===== src/rtl/div_unit_if.sv =====
// Handshake and result bundle for the iterative divider.
// The master drives operands and start; the slave returns results and status.
interface div_unit_if #(
  parameter int unsigned WIDTH = 32
);
  logic             start;
  logic             is_signed;
  logic [WIDTH-1:0] a;
  logic [WIDTH-1:0] b;
  logic [WIDTH-1:0] quotient;
  logic [WIDTH-1:0] remainder;
  logic             busy;
  logic             done;
  logic             div_by_zero;
  logic             overflow;

  modport master (
    output start, is_signed, a, b,
    input  quotient, remainder, busy, done, div_by_zero, overflow
  );

  modport slave (
    input  start, is_signed, a, b,
    output quotient, remainder, busy, done, div_by_zero, overflow
  );
endinterface


===== src/rtl/div_unit.sv =====
// Restoring radix-2 divider producing LO (quotient) and HI (remainder).
// Works on operand magnitudes and applies truncating-division signs at the end.
module div_unit #(
  parameter int unsigned WIDTH = 32
) (
  input  logic      clk,
  input  logic      reset_n,
  div_unit_if.slave dif
);

  localparam int unsigned CNT_W = $clog2(WIDTH + 1);
  localparam logic [WIDTH-1:0] MIN_VAL = {1'b1, (WIDTH-1)'(0)};

  typedef enum logic [1:0] {
    S_IDLE,
    S_RUN,
    S_FINISH
  } state_e;

  state_e             state_q, state_d;
  logic [CNT_W-1:0]   cnt_q, cnt_d;
  logic [2*WIDTH-1:0] work_q, work_d;
  logic [WIDTH-1:0]   dvsr_q, dvsr_d;
  logic               qneg_q, qneg_d;
  logic               rneg_q, rneg_d;
  logic               dz_pend_q, dz_pend_d;
  logic               ov_pend_q, ov_pend_d;
  logic [WIDTH-1:0]   quo_q, quo_d;
  logic [WIDTH-1:0]   rem_q, rem_d;
  logic               busy_q, busy_d;
  logic               done_q, done_d;
  logic               dz_q, dz_d;
  logic               ov_q, ov_d;

  logic [WIDTH-1:0]   a_mag_c;
  logic [WIDTH-1:0]   b_mag_c;
  logic [WIDTH:0]     part_c;
  logic [WIDTH-1:0]   diff_c;
  logic               ge_c;

  // Operand magnitudes and one restoring step; part_c carries the shifted-out bit
  always_comb begin
    a_mag_c = (dif.is_signed && dif.a[WIDTH-1]) ? (~dif.a + WIDTH'(1)) : dif.a;
    b_mag_c = (dif.is_signed && dif.b[WIDTH-1]) ? (~dif.b + WIDTH'(1)) : dif.b;
    part_c  = work_q[2*WIDTH-1:WIDTH-1];
    ge_c    = (part_c >= {1'b0, dvsr_q});
    diff_c  = part_c[WIDTH-1:0] - dvsr_q;
  end

  always_comb begin
    state_d   = state_q;
    cnt_d     = cnt_q;
    work_d    = work_q;
    dvsr_d    = dvsr_q;
    qneg_d    = qneg_q;
    rneg_d    = rneg_q;
    dz_pend_d = dz_pend_q;
    ov_pend_d = ov_pend_q;
    quo_d     = quo_q;
    rem_d     = rem_q;
    busy_d    = busy_q;
    done_d    = 1'b0;
    dz_d      = dz_q;
    ov_d      = ov_q;

    unique case (state_q)
      S_IDLE: begin
        if (dif.start) begin
          busy_d    = 1'b1;
          dz_d      = 1'b0;
          ov_d      = 1'b0;
          qneg_d    = dif.is_signed & (dif.a[WIDTH-1] ^ dif.b[WIDTH-1]);
          rneg_d    = dif.is_signed & dif.a[WIDTH-1];
          dz_pend_d = (dif.b == '0);
          ov_pend_d = dif.is_signed && (dif.a == MIN_VAL) && (dif.b == '1);
          if (dif.b == '0) begin
            // Raw dividend parked in the low half becomes the remainder
            work_d  = {WIDTH'(0), dif.a};
            state_d = S_FINISH;
          end else begin
            work_d  = {WIDTH'(0), a_mag_c};
            dvsr_d  = b_mag_c;
            cnt_d   = CNT_W'(WIDTH);
            state_d = S_RUN;
          end
        end
      end

      S_RUN: begin
        work_d = {(ge_c ? diff_c : part_c[WIDTH-1:0]), work_q[WIDTH-2:0], ge_c};
        cnt_d  = cnt_q - CNT_W'(1);
        if (cnt_q == CNT_W'(1)) begin
          state_d = S_FINISH;
        end
      end

      S_FINISH: begin
        if (dz_pend_q) begin
          quo_d = '1;
          rem_d = work_q[WIDTH-1:0];
        end else begin
          quo_d = qneg_q ? (~work_q[WIDTH-1:0] + WIDTH'(1)) : work_q[WIDTH-1:0];
          rem_d = rneg_q ? (~work_q[2*WIDTH-1:WIDTH] + WIDTH'(1))
                         : work_q[2*WIDTH-1:WIDTH];
        end
        dz_d    = dz_pend_q;
        ov_d    = ov_pend_q;
        done_d  = 1'b1;
        busy_d  = 1'b0;
        state_d = S_IDLE;
      end

      default: begin
        state_d = S_IDLE;
        busy_d  = 1'b0;
      end
    endcase
  end

  always_ff @(posedge clk or negedge reset_n) begin
    if (!reset_n) begin
      state_q   <= S_IDLE;
      cnt_q     <= '0;
      work_q    <= '0;
      dvsr_q    <= '0;
      qneg_q    <= 1'b0;
      rneg_q    <= 1'b0;
      dz_pend_q <= 1'b0;
      ov_pend_q <= 1'b0;
      quo_q     <= '0;
      rem_q     <= '0;
      busy_q    <= 1'b0;
      done_q    <= 1'b0;
      dz_q      <= 1'b0;
      ov_q      <= 1'b0;
    end else begin
      state_q   <= state_d;
      cnt_q     <= cnt_d;
      work_q    <= work_d;
      dvsr_q    <= dvsr_d;
      qneg_q    <= qneg_d;
      rneg_q    <= rneg_d;
      dz_pend_q <= dz_pend_d;
      ov_pend_q <= ov_pend_d;
      quo_q     <= quo_d;
      rem_q     <= rem_d;
      busy_q    <= busy_d;
      done_q    <= done_d;
      dz_q      <= dz_d;
      ov_q      <= ov_d;
    end
  end

  assign dif.quotient    = quo_q;
  assign dif.remainder   = rem_q;
  assign dif.busy        = busy_q;
  assign dif.done        = done_q;
  assign dif.div_by_zero = dz_q;
  assign dif.overflow    = ov_q;

endmodule


===== src/flat_wrapper.sv =====
// flat-port wrapper written by rule: the top's interface ports become plain ports
module div_unit_flat 
#(
  parameter int unsigned WIDTH = 32
)
  (clk, reset_n, dif_start, dif_is_signed, dif_a, dif_b, dif_quotient, dif_remainder, dif_busy, dif_done, dif_div_by_zero, dif_overflow);
  div_unit_if #(.WIDTH(WIDTH)) dif_i ();
  input  logic clk;
  input  logic reset_n;
  input wire logic [$bits(dif_i.start)-1:0] dif_start;
  input wire logic [$bits(dif_i.is_signed)-1:0] dif_is_signed;
  input wire logic [$bits(dif_i.a)-1:0] dif_a;
  input wire logic [$bits(dif_i.b)-1:0] dif_b;
  output wire logic [$bits(dif_i.quotient)-1:0] dif_quotient;
  output wire logic [$bits(dif_i.remainder)-1:0] dif_remainder;
  output wire logic [$bits(dif_i.busy)-1:0] dif_busy;
  output wire logic [$bits(dif_i.done)-1:0] dif_done;
  output wire logic [$bits(dif_i.div_by_zero)-1:0] dif_div_by_zero;
  output wire logic [$bits(dif_i.overflow)-1:0] dif_overflow;
  assign dif_i.start = dif_start;
  assign dif_i.is_signed = dif_is_signed;
  assign dif_i.a = dif_a;
  assign dif_i.b = dif_b;
  assign dif_quotient = dif_i.quotient;
  assign dif_remainder = dif_i.remainder;
  assign dif_busy = dif_i.busy;
  assign dif_done = dif_i.done;
  assign dif_div_by_zero = dif_i.div_by_zero;
  assign dif_overflow = dif_i.overflow;
  div_unit #(.WIDTH(WIDTH)) u_core (.clk(clk), .reset_n(reset_n), .dif(dif_i));
endmodule

===== config.mk =====
export PLATFORM = sky130hd
export DESIGN_NAME = div_unit_flat
export DESIGN_NICKNAME = d
export VERILOG_FILES = /design/src/rtl/div_unit_if.sv /design/src/rtl/div_unit.sv /design/src/flat_wrapper.sv
export SDC_FILE = /design/constraint.sdc
export NUM_CORES = 1
export LEC_CHECK = 0
export ABC_AREA = 1
export BUFFER_PORTS_ARGS = -buffer_cell sky130_fd_sc_hd__buf_2
export CORE_AREA = 2 2 190 192
export CTS_CLUSTER_SIZE = 30
export DETAILED_ROUTE_END_ITERATION = 8
export DIE_AREA = 0 0 192 194
export GPL_ROUTABILITY_DRIVEN = 0
export PLACE_DENSITY = 0.66
export SLEW_MARGIN = 20
export SYNTH_ARGS = -nofsm -noshare
export SYNTH_HDL_FRONTEND = slang
export SYNTH_SLANG_ARGS = --single-unit

===== constraint.sdc =====
create_clock -name clk -period 2.5 [get_ports clk]
set_input_delay 0.5 -clock clk [delete_from_list [all_inputs] [get_ports clk]]
set_output_delay 0.5 -clock clk [all_outputs]
set_load 0.05 [all_outputs]

== After elaboration in Yosys (flattened, before gate mapping) ==
Cells that the tools add are included.

* Bits in registers: 176
* Word-level logic and storage cells: 76

* $lt $le $gt $ge: 1
* Equal/unequal tests: 8
* Bitwise logic cells: 9
* Add/subtract/negate cells: 6
* Reduce and logical (&&, ||, !) cells: 15
* Muxes and demuxes: 23

{| class="wikitable"
|+ Operators by type and width
! kind !! count
|-
| 32-bit 2-to-1 mux || 8
|-
| 32-bit by 1-bit adder with 32-bit output (second input constant) || 4
|-
| 32-bit inverter || 4
|-
| 64-bit one-hot mux with 2 select lines || 1
|-
| 32-bit == test (second input constant) || 2
|-
| 64-bit 2-to-1 mux || 1
|-
| 33-bit by 32-bit >= comparator with 1-bit output || 1
|-
| 32-bit logical NOT || 1
|-
| 32-bit subtractor || 1
|-
| 6-bit 2-to-1 mux || 2
|-
| 6-bit one-hot mux with 2 select lines || 1
|-
| 2-bit AND reduction || 5
|-
| 6-bit by 1-bit == test with 1-bit output (second input constant) || 1
|-
| 2-bit 2-to-1 mux || 3
|-
| 1-bit one-hot mux with 2 select lines || 3
|-
| 3-bit AND reduction || 2
|-
| 6-bit by 1-bit subtractor with 6-bit output (second input constant) || 1
|-
| 1-bit logical AND || 4
|-
| 2-bit inequality test (second input constant) || 2
|-
| 2-bit one-hot mux with 2 select lines || 1
|-
| 2-bit nonzero test || 2
|-
| 1-bit 2-to-1 mux || 3
|-
| 1-bit bitwise AND || 2
|-
| 2-bit by 1-bit == test with 1-bit output (second input constant) || 1
|-
| other kinds (5) || 6
|}

== Longest topological paths before layout ==
* Word-level depth: 6
* Mapped depth: 17
* Gate-level depth less buffers: 16

== Worst setup path after synthesis ==
No wires, ideal clock.

* Path kind: flip-flop to flip-flop
* Start point: register u_core.work_q[31]
* End point: register u_core.work_q[48]
* Data arrival time: 1854 ps
* Library setup time: 118 ps
* Path slack: 528 ps
* Cell stages (with the launch flop): 15
* Buffers on the path: 0
* Clock period less this slack: 1972 ps
* Cell sequence: dfrtp_1 -> inv_1 -> ha_1 -> inv_1 -> fa_1 -> nand3_1 -> nand3_1 -> nand2_1 -> nand2_1 -> a21oi_1 -> nand2_1 -> nand2_1 -> nand2_1 -> nand3_1 -> nand2_1

* Longest elaborated chain between the ends: 3

{| class="wikitable"
|+ Ends and longest elaborated chain
! what !! line !! text
|-
| start: declaration || div_unit.sv:22 || <nowiki>logic [2*WIDTH-1:0] work_q, work_d;</nowiki>
|-
| start signal: assignment || div_unit.sv:139 || <nowiki>work_q <= work_d;</nowiki>
|-
| 32-bit subtractor / 33-bit by 32-bit >= comparator with 1-bit output (equally long branches) || div_unit.sv:47, div_unit.sv:46 ||
|-
| 32-bit 2-to-1 mux * || div_unit.sv:90 || <nowiki>work_d = {(ge_c ? diff_c : part_c[WIDTH-1:0]), work_q[WIDTH-2:0], ge_c};</nowiki>
|-
| 64-bit one-hot mux with 2 select lines * || div_unit.sv:66 || <nowiki>unique case (state_q)</nowiki>
|}

Every way passes the cells marked *; elsewhere a longest branch is shown, timed or not.
A chain may end at the register's enable or synchronous reset.

== Final worst setup path ==
* Start point: register u_core.work_q[43]
* End point: register u_core.work_q[41]

* Longest elaborated chain between the ends: 3

{| class="wikitable"
|+ Ends and longest elaborated chain
! what !! line !! text
|-
| 33-bit by 32-bit >= comparator with 1-bit output || div_unit.sv:46 || <nowiki>ge_c = (part_c >= {1'b0, dvsr_q});</nowiki>
|-
| 32-bit 2-to-1 mux || div_unit.sv:90 ||
|-
| 64-bit one-hot mux with 2 select lines || div_unit.sv:66 ||
|}

No other way between the ends.

==> results.toml <==
[status]
status = "completed"

[global_route]
grt.overflow.total = 0
antenna_found_initial = 0
grt_pass1_vias = 13500
grtUsageTotal_pct = 25.7
grt_start_max_net_pins = 63
grt_pass1_wl_mm = 75.1

[final_layout]
fin_cells = 2846
final_common_cell = "nand2_1"
diodes = 0
nNetsFinal = 2480
final_cell_mix = "nand2_1, inv_1, nand3_1"
fin_area_sq_mm = 0.0161
drive_gt1_share_pct = 12.0
synthToLayoutAreaGrowth_pct = 15.3
final_util_pct = 45.7

[critical_path]
worstSetupPathType = "reg -> reg"
r2r-end = "u_core.work_q[41]"
reg2reg_from = "u_core.work_q[43]"
crit_arrival_ns = 2.70
rrSetupSlack_ns = 0.14
startpoint_type = "flip-flop"
ff2ff_path_depth = 14
end_kind = "flip-flop"
crit_path_start = "u_core.work_q[43]"
path_max_fanout = 16
cp.required_ns = 2.84

[timing]
worst_pin_slew_ns = 0.780
hold_viol = 0
tns_ns = 0
period_needed_ns = 2.36
setup_viol = 0
max_clock_freq_mhz = 424
period_share_pct = 94.3
slew_viol_final = 0
slew_headroom_pct = 47.9
skew_ns = 0.0136
rsz0062_at_grt = "no"
hold_slack_ns = 0.366

[route]
drt-met1-wl_mm = 21.8
drt-vias-per-instance = 5.34
drt-initial-drc-count = 1489
route.detailed.drc = 0
finalWirelength_mm = 47.9
top_layer = "met4"
ant_nets = 0
first_pass_iters = 6
vias = 15200
post_drt_wl_per_cell_um = 16.8
met3_length_mm = 4.42
wl_met2_mm = 20.4

[worst_hold_path]
hold_start = "dif_b[31]"
min_path_type = "in -> reg"
whs_path_depth = 3
min_to = "u_core.dvsr_q[31]"

[synth]
synth_fp_nets = 2336
synth_cell_type_count = 47
ys_ff_latch = 176
yosysSeqAreaShare_pct = 31.5
syn_inst = 2228
synth_top_area_cell = "dfrtp_1"
syn_area_sq_mm = 0.0140
ys.flop_type = "dfrtp_1"
synth_area_leaders = "dfrtp_1, nand2_1, inv_1, nand3_1, nor2_1"
syn_avg_cell_area_sq_um = 6.27
synthArstFlopShare_pct = 100
synth_edf_count = 0
synth_top_area_share_pct = 31.5
ys_warn_count = 0

[cts]
htreeDepth = 4
cts_tree = "yes"
post-cts-setup-buffer-count = 0
cts_buffer_depth = 2
cts_buffers = 17
clk_pin_slew_ns = 0.08
clk_latency_ns = 0.45
clkSinkCount = 176
cts_root_buffer = "clkbuf_16"

[placement]
port-buffer-count = 135
dp_hpwl_mm = 37.9
placed_cells = 2812
dpl_cell_area_sq_mm = 0.0154

[floorplan]
die_h_um = 194
fp-row-count = 69
fp.dieW_um = 192
dieArea_sq_mm = 0.0372
core_sq_mm = 0.0352
initial_core_util_pct = 39.7
io-pin-count = 136

[flow_run]
max_cap_viol_count = 0

[power]
power_density_mw_per_mm2 = 1570
leakagePower_nw = 8.39
peakVddDrop_uv = 839
-- flip-flops by register name, summed over array words and instances (netlist names) --
name	count
u_core.state_q	2
u_core.dif.done	1
u_core.dif.remainder	32
u_core.dif.div_by_zero	1
u_core.dif.overflow	1
u_core.qneg_q	1
u_core.dz_pend_q	1
u_core.dif.busy	1
u_core.dif.quotient	32
u_core.dvsr_q	32
u_core.ov_pend_q	1
u_core.cnt_q	6
u_core.work_q	64
u_core.rneg_q	1
-- what timing repair did --
action / CTS / global route
gates resized for setup: 0 / 19
hold buffers: 1 / 0
endpoints found under the hold margin: 34 / 0
endpoints found under the setup margin: 0 / 39
-- cell usage after synthesis (13+ instances only) --
library cell / count
a31oi_1: 18
o21bai_1: 14
o221ai_1: 13
nor2_1: 219
o21ai_0: 154
nand4_1: 42
nor3_1: 23
buf_2: 14
a21oi_1: 37
dfrtp_1: 176
xor2_1: 42
nand2_1: 720
xnor2_1: 19
ha_1: 39
nand3_1: 222
clkbuf_1: 43
inv_1: 329
-- per-layer routing --
layer,up-vias,track usage (%)
met5,-,0
met4,0,7.32
met2,698,37.7
li1,7361,-
met1,7064,38.5
met3,83,4.36
-- per-stage QoR --
| stage | power [mW] | worst slack, ns |
|---|---|---|
| global placement | 21.8 | 0.0938 |
| CTS | 24.8 | 0.0486 |
| detailed placement | 22.0 | 0.0558 |
| global route | 27.4 | 0.00658 |
| floorplan | 17.1 | 0.528 |
| finish | 25.3 | 0.142 |
-- power breakdown --
group / leakage (nW) / internal [mW] / switching [mW]
clock: 0.286 / 1.34 / 1.36
sequential: 2.14 / 4.21 / 1.30
combinational: 5.97 / 5.31 / 11.7
total: 8.39 / 10.9 / 14.4
-- worst max-delay path, stage by stage, from the launching register on --
cell	delay, ns
dfrtp_1	0.50
ha_1	0.43
nand2_1	0.13
inv_1	0.07
nand2_1	0.05
nand2_1	0.09
nand2_1	0.07
nand2_1	0.12
inv_1	0.08
nand2_2	0.10
nand3_4	0.14
nand2_4	0.24
nand2_1	0.10
nand3_1	0.08
nand2_1	0.05
-- cell type report --
class / count / area [sq um]
fill: 3683 / 19100
multi-input combinational: 1649 / 8090
sequential: 176 / 4410
inverter: 337 / 1270
timing repair buffer: 191 / 1180
tap: 461 / 577
clock buffer: 17 / 425
clock inverter: 15 / 169
-- logic make-up (layout without fill, tap and decap cells) --
kind of cell | after synthesis | in the layout | share of synthesized area [%]
and+or+nand+nor | 1289 | 1290 | 39.4
adders and majority gates | 40 | 40 | 3.64
xor gates and xnor gates | 61 | 61 | 3.82
DFF | 176 | 176 | 31.5
buffers and inverters | 404 | 560 | 11.3
AOI/OAI and AO/OA | 258 | 258 | 10.4
-- worst max-delay path by stage --
stage	endpoint	cells after the start
floorplan	u_core.work_q[48]	14
global placement	u_core.work_q[34]	10
detailed placement	u_core.work_q[34]	10
CTS	u_core.work_q[39]	12
global route	u_core.work_q[59]	14
finish	u_core.work_q[41]	14
No activity file was read; power rests on OpenSTA's default activity.
